[src/rtl/jt51_pkg.sv]
// Shared constants for the jt51 mixer slice.
//   SLOTS    : operator slots per sample frame
//   SLOT_W   : width of the slot counter
//   OPW_DEF  : default operator output width
//   OUTW_DEF : default output sample width
//   RL_LEFT / RL_RIGHT : bit positions inside the per-slot rl enable
package jt51_pkg;

    localparam int unsigned SLOTS    = 32;
    localparam int unsigned SLOT_W   = $clog2(SLOTS);
    localparam int unsigned OPW_DEF  = 14;
    localparam int unsigned OUTW_DEF = 16;
    localparam int unsigned RL_LEFT  = 1;
    localparam int unsigned RL_RIGHT = 0;

endpackage

[src/rtl/jt51_mix_acc_if.sv]
// Slot-stream / stereo-sample bundle between the operator pipeline, the mixer and
// the output stage.
//   cen, zero, op_out, carrier, rl : slot stream into the mixer
//   left, right, sample, slot      : mixed stereo sample and debug slot counter
// Modports:
//   master : the producer side (drives the slot stream, observes the mix)
//   slave  : the mixer itself
interface jt51_mix_acc_if
    import jt51_pkg::*;
#(
    parameter int unsigned OPW  = OPW_DEF,
    parameter int unsigned OUTW = OUTW_DEF
);

    logic                     cen;
    logic                     zero;
    logic signed [OPW-1:0]    op_out;
    logic                     carrier;
    logic [1:0]               rl;
    logic signed [OUTW-1:0]   left;
    logic signed [OUTW-1:0]   right;
    logic                     sample;
    logic [SLOT_W-1:0]        slot;

    modport master (
        output cen, zero, op_out, carrier, rl,
        input  left, right, sample, slot
    );

    modport slave (
        input  cen, zero, op_out, carrier, rl,
        output left, right, sample, slot
    );

endinterface

[src/rtl/jt51_mix_sat.sv]
// Combinational saturator from the accumulator width down to the output width.
//   din  : signed ACCW-bit sum
//   dout : signed OUTW-bit value, clamped to [-2^(OUTW-1), 2^(OUTW-1)-1]
// No scaling: in-range values pass through unchanged.
module jt51_mix_sat #(
    parameter int unsigned ACCW = 18,
    parameter int unsigned OUTW = 16
) (
    input  logic signed [ACCW-1:0] din,
    output logic signed [OUTW-1:0] dout
);

    if (ACCW > OUTW) begin : g_sat
        // The value fits iff every bit from the output sign bit upwards agrees.
        logic [ACCW-OUTW:0] top_bits;
        assign top_bits = din[ACCW-1:OUTW-1];

        always_comb begin
            if (top_bits == '0 || top_bits == '1) begin
                dout = din[OUTW-1:0];
            end else if (din[ACCW-1]) begin
                dout = {1'b1, {(OUTW-1){1'b0}}};
            end else begin
                dout = {1'b0, {(OUTW-1){1'b1}}};
            end
        end
    end else begin : g_ext
        // Output is at least as wide: plain sign extension, nothing can clip.
        assign dout = OUTW'(din);
    end

endmodule

[src/rtl/jt51_mix_acc.sv]
// Stereo carrier mixer.
// Sums carrier operator outputs of one 32-slot frame into left/right accumulators
// according to each slot's rl enables, and on the frame-start slot (zero) presents
// the saturated sums as one stereo sample with a one-clk sample pulse.
//   clk, rst : clock, asynchronous active-high reset
//   bus      : slave side of jt51_mix_acc_if (slot stream in, stereo sample out)
// A contribution on any cen slot shows up at the next zero edge; the zero slot's
// own contribution is loaded into the fresh accumulators so nothing is lost.
module jt51_mix_acc
    import jt51_pkg::*;
#(
    parameter int unsigned OPW  = OPW_DEF,
    parameter int unsigned OUTW = OUTW_DEF,
    parameter int unsigned ACCW = OPW + 4
) (
    input  logic                 clk,
    input  logic                 rst,
    jt51_mix_acc_if.slave        bus
);

    logic [SLOT_W-1:0]      slot_q, slot_d;
    logic signed [ACCW-1:0] acc_l_q, acc_l_d;
    logic signed [ACCW-1:0] acc_r_q, acc_r_d;
    logic signed [OUTW-1:0] left_q, left_d;
    logic signed [OUTW-1:0] right_q, right_d;
    logic                   sample_q, sample_d;

    logic signed [ACCW-1:0] contrib;
    logic signed [ACCW-1:0] term_l;
    logic signed [ACCW-1:0] term_r;
    logic signed [OUTW-1:0] sat_l;
    logic signed [OUTW-1:0] sat_r;

    // Per-slot contribution: modulators never reach the mix.
    always_comb begin
        contrib = '0;
        if (bus.carrier) begin
            contrib = {{(ACCW-OPW){bus.op_out[OPW-1]}}, bus.op_out};
        end
        term_l = bus.rl[RL_LEFT]  ? contrib : '0;
        term_r = bus.rl[RL_RIGHT] ? contrib : '0;
    end

    jt51_mix_sat #(
        .ACCW (ACCW),
        .OUTW (OUTW)
    ) u_sat_l (
        .din  (acc_l_q),
        .dout (sat_l)
    );

    jt51_mix_sat #(
        .ACCW (ACCW),
        .OUTW (OUTW)
    ) u_sat_r (
        .din  (acc_r_q),
        .dout (sat_r)
    );

    always_comb begin
        slot_d   = slot_q;
        acc_l_d  = acc_l_q;
        acc_r_d  = acc_r_q;
        left_d   = left_q;
        right_d  = right_q;
        sample_d = 1'b0;  // pulse lasts exactly one clk, independent of cen
        if (bus.cen) begin
            if (bus.zero) begin
                // Frame close: publish the old sums, restart with slot 0's terms.
                slot_d   = SLOT_W'(1);
                left_d   = sat_l;
                right_d  = sat_r;
                acc_l_d  = term_l;
                acc_r_d  = term_r;
                sample_d = 1'b1;
            end else begin
                slot_d  = slot_q + SLOT_W'(1);  // natural wrap 31 -> 0
                acc_l_d = acc_l_q + term_l;
                acc_r_d = acc_r_q + term_r;
            end
        end
    end

    always_ff @(posedge clk or posedge rst) begin
        if (rst) begin
            slot_q   <= '0;
            acc_l_q  <= '0;
            acc_r_q  <= '0;
            left_q   <= '0;
            right_q  <= '0;
            sample_q <= 1'b0;
        end else begin
            slot_q   <= slot_d;
            acc_l_q  <= acc_l_d;
            acc_r_q  <= acc_r_d;
            left_q   <= left_d;
            right_q  <= right_d;
            sample_q <= sample_d;
        end
    end

    assign bus.left   = left_q;
    assign bus.right  = right_q;
    assign bus.sample = sample_q;
    assign bus.slot   = slot_q;

endmodule

[src/flat_wrapper.sv]
// flat-port wrapper written by rule: the top's interface ports become plain ports
module jt51_mix_acc_flat import jt51_pkg::*;
#(
    parameter int unsigned OPW  = OPW_DEF,
    parameter int unsigned OUTW = OUTW_DEF,
    parameter int unsigned ACCW = OPW + 4
)
  (clk, rst, bus_cen, bus_zero, bus_op_out, bus_carrier, bus_rl, bus_left, bus_right, bus_sample, bus_slot);
  jt51_mix_acc_if #(.OPW(OPW), .OUTW(OUTW)) bus_i ();
  input  logic clk;
  input  logic rst;
  input wire logic [$bits(bus_i.cen)-1:0] bus_cen;
  input wire logic [$bits(bus_i.zero)-1:0] bus_zero;
  input wire logic [$bits(bus_i.op_out)-1:0] bus_op_out;
  input wire logic [$bits(bus_i.carrier)-1:0] bus_carrier;
  input wire logic [$bits(bus_i.rl)-1:0] bus_rl;
  output wire logic [$bits(bus_i.left)-1:0] bus_left;
  output wire logic [$bits(bus_i.right)-1:0] bus_right;
  output wire logic [$bits(bus_i.sample)-1:0] bus_sample;
  output wire logic [$bits(bus_i.slot)-1:0] bus_slot;
  assign bus_i.cen = bus_cen;
  assign bus_i.zero = bus_zero;
  assign bus_i.op_out = bus_op_out;
  assign bus_i.carrier = bus_carrier;
  assign bus_i.rl = bus_rl;
  assign bus_left = bus_i.left;
  assign bus_right = bus_i.right;
  assign bus_sample = bus_i.sample;
  assign bus_slot = bus_i.slot;
  jt51_mix_acc #(.OPW(OPW), .OUTW(OUTW), .ACCW(ACCW)) u_core (.clk(clk), .rst(rst), .bus(bus_i));
endmodule
[config.mk]
export PLATFORM = sky130hd
export DESIGN_NAME = jt51_mix_acc_flat
export DESIGN_NICKNAME = d
export VERILOG_FILES = /design/src/rtl/jt51_pkg.sv /design/src/rtl/jt51_mix_acc_if.sv /design/src/rtl/jt51_mix_sat.sv /design/src/rtl/jt51_mix_acc.sv /design/src/flat_wrapper.sv
export SDC_FILE = /design/constraint.sdc
export NUM_CORES = 1
export LEC_CHECK = 0
export ABC_AREA = 1
export ABC_CLOCK_PERIOD_IN_PS = 1900
export BUFFER_PORTS_ARGS = -buffer_cell sky130_fd_sc_hd__buf_2
export CORE_ASPECT_RATIO = 0.9
export CORE_UTILIZATION = 54
export CTS_CLUSTER_DIAMETER = 120
export DETAILED_ROUTE_END_ITERATION = 8
export PLACE_DENSITY = 0.78
export SYNTH_ARGS = -nofsm -noshare
export SYNTH_HDL_FRONTEND = slang
export SYNTH_SLANG_ARGS = --single-unit
[constraint.sdc]
create_clock -name clk -period 1.9 [get_ports clk]
set_input_delay 0.19 -clock clk [delete_from_list [all_inputs] [get_ports clk]]
set_output_delay 0.19 -clock clk [all_outputs]
set_load 0.1 [all_outputs]
* Word-level counts from Yosys, hierarchy flattened
Index checks and enable logic that the tools add are counted.
** Word-level totals
- Register bits :: 74
- Input port bits :: 21
** Operators by class
- $add $sub $neg :: 3
- Eq/ne operators :: 2
- Mux-type cells :: 12
- Reductions and logical operators :: 5
** Operators with widths (number)
- 2-to-1 mux 18 bit :: 5
- 2-to-1 mux 16 bit :: 4
- adder 18 bit :: 2
- equality test 3 bit (second input constant) :: 2
- zero test 3 bit :: 2
- adder 5 x 1 -> 5 bit (second input constant) :: 1
- 2-to-1 mux 5 bit :: 1
- logical OR 1 bit :: 2
- 2-to-1 mux 1 bit :: 2
- AND reduction 2 bit :: 1

* Depth between registers and ports, before layout
- Word-level depth :: 4
- Gate-level depth with buffers :: 15

* Cells and area by module
A second synthesis with hierarchy kept.
** Unflattened totals
- Cells, all modules :: 819
- Area, all modules :: 5672.9 um2
** Modules (own cells, without submodules)
- jt51_mix_acc :: times used 1, cells an instance 747, area an instance 5285.1 um2, sequential area each 1851.8 um2
- jt51_mix_sat :: times used 2, cells an instance 36, area an instance 193.9 um2, sequential area each 0.0 um2

* Least setup slack after synthesis
OpenSTA, ideal clock, no wires.
- Kind :: input port to flip-flop
- From :: input port bus_carrier
- To :: register u_core.acc_r_q[12]
- Setup time :: 0.121 ns
- Arrival time :: 1.917 ns
- Data required time :: 1.779 ns
- Setup slack :: -0.138 ns
- Stages :: 13
- Cell sequence :: inv_2 clkbuf_1 nor3_1 ha_1 fa_1 nand3_1 nand2_1 nand3_1 nand2_1 a21oi_1 nand2_1 nand3_1 nand2_1
** On the way
- Cells in the longest elaborated chain, start to end :: 4
** RTL lines
- start: declaration :: line flat_wrapper.sv:15 : input wire logic [$bits(bus_i.carrier)-1:0] bus_carrier;
- 2-to-1 mux 18 bit * :: line jt51_mix_acc.sv:37 : if (bus.carrier) begin
- 2-to-1 mux 18 bit * :: line jt51_mix_acc.sv:41 : term_r = bus.rl[RL_RIGHT] ? contrib : '0;
- adder 18 bit :: line jt51_mix_acc.sv:79 : acc_r_d = acc_r_q + term_r;
- 2-to-1 mux 18 bit * :: line jt51_mix_acc.sv:68 : if (bus.zero) begin
- end signal: assignment :: line jt51_mix_acc.sv:95 : acc_r_q <= acc_r_d;
- end: declaration :: line jt51_mix_acc.sv:23 : logic signed [ACCW-1:0] acc_r_q, acc_r_d;
Mark *: on every way between the ends. The rest lies on a longest branch, timed or not.
A chain may end at the register's enable or synchronous reset.

* Worst setup path in the final report
- From :: input port bus_carrier
- To :: register u_core.acc_l_q[11]
** On the way
- Cells in the longest elaborated chain, start to end :: 4
** RTL lines
- 2-to-1 mux 18 bit * :: line jt51_mix_acc.sv:37
- 2-to-1 mux 18 bit * :: line jt51_mix_acc.sv:40 : term_l = bus.rl[RL_LEFT] ? contrib : '0;
- adder 18 bit :: line jt51_mix_acc.sv:78 : acc_l_d = acc_l_q + term_l;
- 2-to-1 mux 18 bit * :: line jt51_mix_acc.sv:68
- end signal: assignment :: line jt51_mix_acc.sv:94 : acc_l_q <= acc_l_d;
- end: declaration :: line jt51_mix_acc.sv:22 : logic signed [ACCW-1:0] acc_l_q, acc_l_d;
Marked as above.

==> report_table.html <==
<table>
<tr><th>Metric</th><th>Value</th></tr>
<tr><th colspan="2">Clock network</th></tr>
<tr><td>Depth of the CTS H-tree</td><td>3</td></tr>
<tr><td>Total clock sinks</td><td>74</td></tr>
<tr><td>Root buf cell</td><td>sky130_fd_sc_hd__clkbuf_8</td></tr>
<tr><td>Worst skew pair latency</td><td>roughly 0.36 ns</td></tr>
<tr><td>Clock buffer count from CTS</td><td>9</td></tr>
<tr><td>Clock buffer depth</td><td>2</td></tr>
<tr><td>Clock tree from TritonCTS</td><td>built</td></tr>
<tr><td>Clock slew seen by the registers of the worst setup and hold paths</td><td>~0.090 ns</td></tr>
<tr><th colspan="2">Logic synthesis</th></tr>
<tr><td>Average footprint of a synthesized cell</td><td>a little over 7 µm²</td></tr>
<tr><td>Mapped Nets</td><td>roughly 760</td></tr>
<tr><td>Number of synthesized flops with an enable pin</td><td>0</td></tr>
<tr><td>Share of synthesized registers carrying an async set or reset</td><td>100%</td></tr>
<tr><td>Synthesized cell area</td><td>around 5000 µm²</td></tr>
<tr><td>Number of unique standard cell types used by synthesis</td><td>36</td></tr>
<tr><td>Synthesis warning total</td><td>0</td></tr>
<tr><td>Number of instances in the synthesized netlist</td><td>between 700 and 800</td></tr>
<tr><td>Proportion of synthesized chip area in sequential cells</td><td>a little over a third</td></tr>
<tr><td>Synthesis-stage register bit count</td><td>between 70 and 80</td></tr>
<tr><td>Most used flip-flop cell after synthesis</td><td>sky130_fd_sc_hd__dfrtp_1</td></tr>
<tr><th colspan="2">STA</th></tr>
<tr><td>Worst-case clock skew</td><td>around 0.0094 ns</td></tr>
<tr><td>Number of hold violations in the final report</td><td>0</td></tr>
<tr><td>Final critical delay including setup and external delays</td><td>about 1.9 ns</td></tr>
<tr><td>Worst Max-Slew Pin Slew</td><td>0.602 ns</td></tr>
<tr><td>Portion of the clock cycle consumed by the worst path in the final layout</td><td>99.4%</td></tr>
<tr><td>Final Max Slew Viols</td><td>0</td></tr>
<tr><td>Unrepaired setup endpoints after global routing</td><td>yes</td></tr>
<tr><td>Slew HR</td><td>approximately three fifths</td></tr>
<tr><td>Final setup vio count</td><td>0</td></tr>
<tr><td>Maximum clock frequency</td><td>between 500 and 600 MHz</td></tr>
<tr><th colspan="2">Global routing</th></tr>
<tr><td>Overall routing resource usage</td><td>between 20% and 30%</td></tr>
<tr><td>Number of antenna violations at the first check in global routing</td><td>0</td></tr>
<tr><td>Most heavily used metal layer in global routing</td><td>met2</td></tr>
<tr><td>Met1 usage in global routing</td><td>between 30% and 40%</td></tr>
<tr><td>Global-route wire length before repair</td><td>23,300 µm</td></tr>
<tr><td>Met2 capacity usage during global routing</td><td>between 50% and 60%</td></tr>
<tr><td>Congestion Overflow GR</td><td>0</td></tr>
<tr><td>Largest net degree at the start of global routing</td><td>57</td></tr>
<tr><td>M3 GR Usage</td><td>about 4.6%</td></tr>
<tr><td>Vias in the first global route</td><td>just over 5,000</td></tr>
<tr><th colspan="2">Hold path</th></tr>
<tr><td>Hold path start</td><td>bus_op_out[0]</td></tr>
<tr><td>Endpoint with the worst hold slack</td><td>u_core.acc_r_q[0]$_DFFE_PP0P_</td></tr>
<tr><td>Min-delay worst type</td><td>in2reg</td></tr>
<tr><td>WHS Path Cells</td><td>5</td></tr>
<tr><th colspan="2">Power</th></tr>
<tr><td>Switching power as a share of total power</td><td>around 47%</td></tr>
<tr><td>Power Dens Cells</td><td>978 nW/µm²</td></tr>
<tr><td>Clock group share of total power</td><td>between 20% and 30%</td></tr>
<tr><td>Sequential fraction of design power</td><td>about 32%</td></tr>
<tr><td>Internal power component</td><td>3450 µW</td></tr>
<tr><td>Proportion of power drawn by combinational gates</td><td>44.2%</td></tr>
<tr><td>Switching power total</td><td>between 3000 and 4000 µW</td></tr>
<tr><td>Leakage</td><td>0.00336 µW</td></tr>
<tr><td>Peak supply drop</td><td>roughly 0.00073 V</td></tr>
<tr><th colspan="2">Critical path</th></tr>
<tr><td>Setup crit end kind</td><td>register</td></tr>
<tr><td>Cells traversed along the worst timing path</td><td>buf_2 -&gt; inv_4 -&gt; buf_4 -&gt; nor3_2 -&gt; buf_4 -&gt; ha_1 -&gt; nand2_1 -&gt; nand2_1 -&gt; nand3_1 -&gt; nand2_1 -&gt; a21oi_1 -&gt; xor2_1 -&gt; o21ai_1</td></tr>
<tr><td>Most common cell on crit path</td><td>sky130_fd_sc_hd__nand2_1</td></tr>
<tr><td>Kind of start point of the critical path</td><td>input port</td></tr>
<tr><td>CP Class</td><td>in2reg</td></tr>
<tr><td>Required time reported for the critical path endpoint</td><td>approximately 2.1 ns</td></tr>
<tr><td>Endpoint of the worst-slack reg-to-reg timing path</td><td>u_core.acc_r_q[14]$_DFFE_PP0P_</td></tr>
<tr><td>Largest fanout of any net on the critical path</td><td>11</td></tr>
<tr><td>Worst Path Buf+Inv</td><td>4</td></tr>
<tr><td>Arrival @ worst endpoint</td><td>2.12 ns</td></tr>
<tr><td>Register-to-Register Setup Slack</td><td>0.05 ns</td></tr>
<tr><td>CP peak stage delay</td><td>a little over 0.3 ns</td></tr>
<tr><td>R2R cell count</td><td>10</td></tr>
<tr><td>Start of the worst register-to-register path</td><td>u_core.acc_r_q[0]$_DFFE_PP0P_</td></tr>
<tr><td>Cell with the largest stage delay on the worst path</td><td>sky130_fd_sc_hd__nor3_2</td></tr>
<tr><td>Largest delay share family, worst path</td><td>simple AND/OR/NAND/NOR gates</td></tr>
<tr><th colspan="2">Die</th></tr>
<tr><td>Die Footprint</td><td>9800 µm²</td></tr>
<tr><td>Die Wd</td><td>104 µm</td></tr>
<tr><td>Die Height</td><td>roughly 94 µm</td></tr>
<tr><td>Core outline area</td><td>slightly above 9000 µm²</td></tr>
<tr><td>I/O pin cnt</td><td>between 50 and 60</td></tr>
<tr><td>Row cnt</td><td>33</td></tr>
<tr><td>Initial standard-cell utilization of the core</td><td>a little under three fifths</td></tr>
<tr><th colspan="2">Layout</th></tr>
<tr><td>Number of nets in the layout</td><td>891</td></tr>
<tr><td>Fraction of final layout cells with drive strength greater than 1</td><td>a little over a quarter</td></tr>
<tr><td>Layout area overhead</td><td>30.0%</td></tr>
<tr><td>Number of inserted diodes</td><td>0</td></tr>
<tr><td>Post-layout utilization of the core</td><td>between 70% and 80%</td></tr>
<tr><td>Combined flip-flop and latch cell area</td><td>approximately 1900 µm²</td></tr>
<tr><td>Multi-input combinational cell area</td><td>~3200 µm²</td></tr>
<tr><td>Final cell count without fillers</td><td>960</td></tr>
<tr><td>Layout fillers</td><td>727</td></tr>
<tr><th colspan="2">Placement</th></tr>
<tr><td>Routability cong.</td><td>0.961</td></tr>
<tr><td>Detailed Place HPWL</td><td>approximately 11,000 µm</td></tr>
<tr><td>Placed insts</td><td>935</td></tr>
<tr><td>Port buffer count</td><td>58</td></tr>
<tr><th colspan="2">Drt</th></tr>
<tr><td>Number of search-and-repair iterations in the first detailed-routing pass</td><td>5</td></tr>
<tr><td>Total length of routed wires</td><td>roughly 15,000 µm</td></tr>
<tr><td>Post-DRT Antenna Nets</td><td>0</td></tr>
<tr><td>Post-route DRC</td><td>0</td></tr>
<tr><td>Final routed wire length divided by cell count</td><td>between 15 and 20 µm</td></tr>
<tr><td>Via count of the routed design</td><td>5,420</td></tr>
<tr><td>Iter 0 DRT Violations</td><td>between 200 and 300</td></tr>
<tr><td>Vias per std cell</td><td>around 5.6</td></tr>
<tr><th colspan="2">Run status</th></tr>
<tr><td>Outcome</td><td>finished, final reports clean</td></tr>
<tr><th colspan="2">Run</th></tr>
<tr><td>Count of max-cap constraint violations</td><td>0</td></tr>
</table>
## cells in the mapped netlist, types with 3 or more instances
| cell type | count | share of area, % |
|---|---|---|
| sky130_fd_sc_hd__nand2_1 | 180 | 13 |
| sky130_fd_sc_hd__a21oi_1 | 84 | 8.3 |
| sky130_fd_sc_hd__dfrtp_1 | 74 | 36 |
| sky130_fd_sc_hd__nor2_1 | 72 | 5.3 |
| sky130_fd_sc_hd__inv_1 | 67 | 4.9 |
| sky130_fd_sc_hd__nand3_1 | 42 | 4.1 |
| sky130_fd_sc_hd__ha_1 | 35 | 8.6 |
| sky130_fd_sc_hd__nor3_1 | 32 | 3.2 |
| sky130_fd_sc_hd__o21ai_0 | 30 | 3.0 |
| sky130_fd_sc_hd__a22oi_1 | 17 | 2.5 |
| sky130_fd_sc_hd__buf_2 | 12 | 1.2 |
| sky130_fd_sc_hd__clkbuf_1 | 5 | 0.37 |
| sky130_fd_sc_hd__nand2_2 | 5 | 0.62 |
| sky130_fd_sc_hd__xnor2_1 | 5 | 0.86 |
| sky130_fd_sc_hd__nand3_2 | 4 | 0.79 |
| sky130_fd_sc_hd__xor2_1 | 4 | 0.69 |
| sky130_fd_sc_hd__a21oi_2 | 3 | 0.52 |
| sky130_fd_sc_hd__buf_4 | 3 | 0.44 |
| sky130_fd_sc_hd__nand3b_1 | 3 | 0.44 |
| sky130_fd_sc_hd__o211ai_1 | 3 | 0.44 |
| sky130_fd_sc_hd__o21bai_1 | 3 | 0.44 |
## placed cells by master, fill, tap and decap left out, drive strengths merged, types with 2 or more instances in the layout
master / instances
nand2: 185
buf: 135
a21oi: 87
dfrtp: 74
nor2: 73
inv: 67
nand3: 46
ha: 35
nor3: 32
o21ai: 31
a22oi: 17
clkbuf: 11
xnor2: 5
xor2: 4
clkinvlp: 4
or2: 4
nand3b: 3
o21bai: 3
o211ai: 3
bufinv: 3
clkinv: 3
a21o: 2
a31oi: 2
and2: 2
fa: 2
## final cells by class
class	instances	area share (%)
Clock buffer	10	1.93
Timing Repair inverter	1	0.114
Clock inverter	6	1.74
Tap cell	122	2.31
Timing Repair Buffer	137	14.0
Sequential cell	74	28.0
Inverter	70	4.13
Multi-Input combinational cell	540	47.7
## per-layer routing
layer,up-vias,share of wire [%]
met4,0,2.8
met3,44,6.0
li1,2604,-
met1,2534,43
met2,238,48
met5,-,0
## flip-flops by register name (all words and copies together), names as in the netlist
name and flops:
u_core.bus.sample 1, u_core.acc_l_q 18, u_core.acc_r_q 18, u_core.bus.slot 5, u_core.bus.left 16, u_core.bus.right 16
## worst register-to-register path: stages, from the launching register on
cell and delay [ns]:
sky130_fd_sc_hd__dfrtp_1 0.40, sky130_fd_sc_hd__ha_2 0.22, sky130_fd_sc_hd__fa_2 0.37, sky130_fd_sc_hd__nand3_2 0.10
sky130_fd_sc_hd__nand2_2 0.07, sky130_fd_sc_hd__nand2_1 0.06, sky130_fd_sc_hd__nand2_1 0.10, sky130_fd_sc_hd__nand3_1 0.14
sky130_fd_sc_hd__nand3_1 0.10, sky130_fd_sc_hd__nand3_1 0.11, sky130_fd_sc_hd__a21oi_1 0.08
## what timing repair did
action | CTS | global route
hold buffers | 1 | 0
resized for setup | 2 | 64
buffers inserted | 0 | 7
hold endpoints to repair | 18 | 0
gates cloned | 0 | 1
setup endpoints to repair | 6 | 24
pin swaps | 0 | 9
## stage by stage
stage / instance area [µm²] / power, µW / setup TNS (ns) / hold WS (ns) / setup slack (ns)
CTS: 6260 / 6340 / 0 / 0.235 / 0.000990
finish: 6610 / 6460 / 0 / 0.249 / 0.0121
global route: 6610 / 6740 / -1.07 / 0.279 / -0.113
floorplan: 5100 / 4160 / 0 / 0.385 / 0.00374
global placement: 6000 / 4730 / -5.69 / 0.219 / -0.312
detailed placement: 6000 / 4800 / -7.17 / 0.235 / -0.360
## how the worst max path moves through the flow
stage,start,end,cells after the start,slack [ns]
after global placement,bus_carrier,u_core.acc_l_q[11]$_DFFE_PP0P_,12,-0.31
after CTS,u_core.acc_l_q[0]$_DFFE_PP0P_,u_core.acc_l_q[12]$_DFFE_PP0P_,10,0.001
after global routing,bus_rl[0],u_core.acc_r_q[17]$_DFFE_PP0P_,16,-0.11
after detailed placement,bus_carrier,u_core.acc_l_q[11]$_DFFE_PP0P_,12,-0.36
final,bus_carrier,u_core.acc_l_q[11]$_DFFE_PP0P_,13,0.01
after floorplan,bus_carrier,u_core.acc_r_q[12]$_DFFE_PP0P_,13,0.004
## cells by family (layout without fill, tap and decap cells)
family                   after synthesis  count (layout)  synth area share, %
AO/OA/AOI/OAI                        147             147                 16.3
XOR/XNOR                               9               9                 1.55
adder cells (fa/ha/maj)               37              37                 9.40
buffers and inverters                 91             224                 7.31
flip-flops                            74              74                 36.4
AND/OR/NAND/NOR                      347             347                 29.0
## power groups by stage
stage                     sequential (µW)  combinational (µW)  clock [µW]
after floorplan                      3270                 894           0
after global placement               2070                2670           0
after detailed placement             2090                2710           0
after CTS                            2060                2730        1550
after global routing                 2100                3040        1610
final                                2070                2860        1540
No activity file was read; power rests on OpenSTA's default activity.
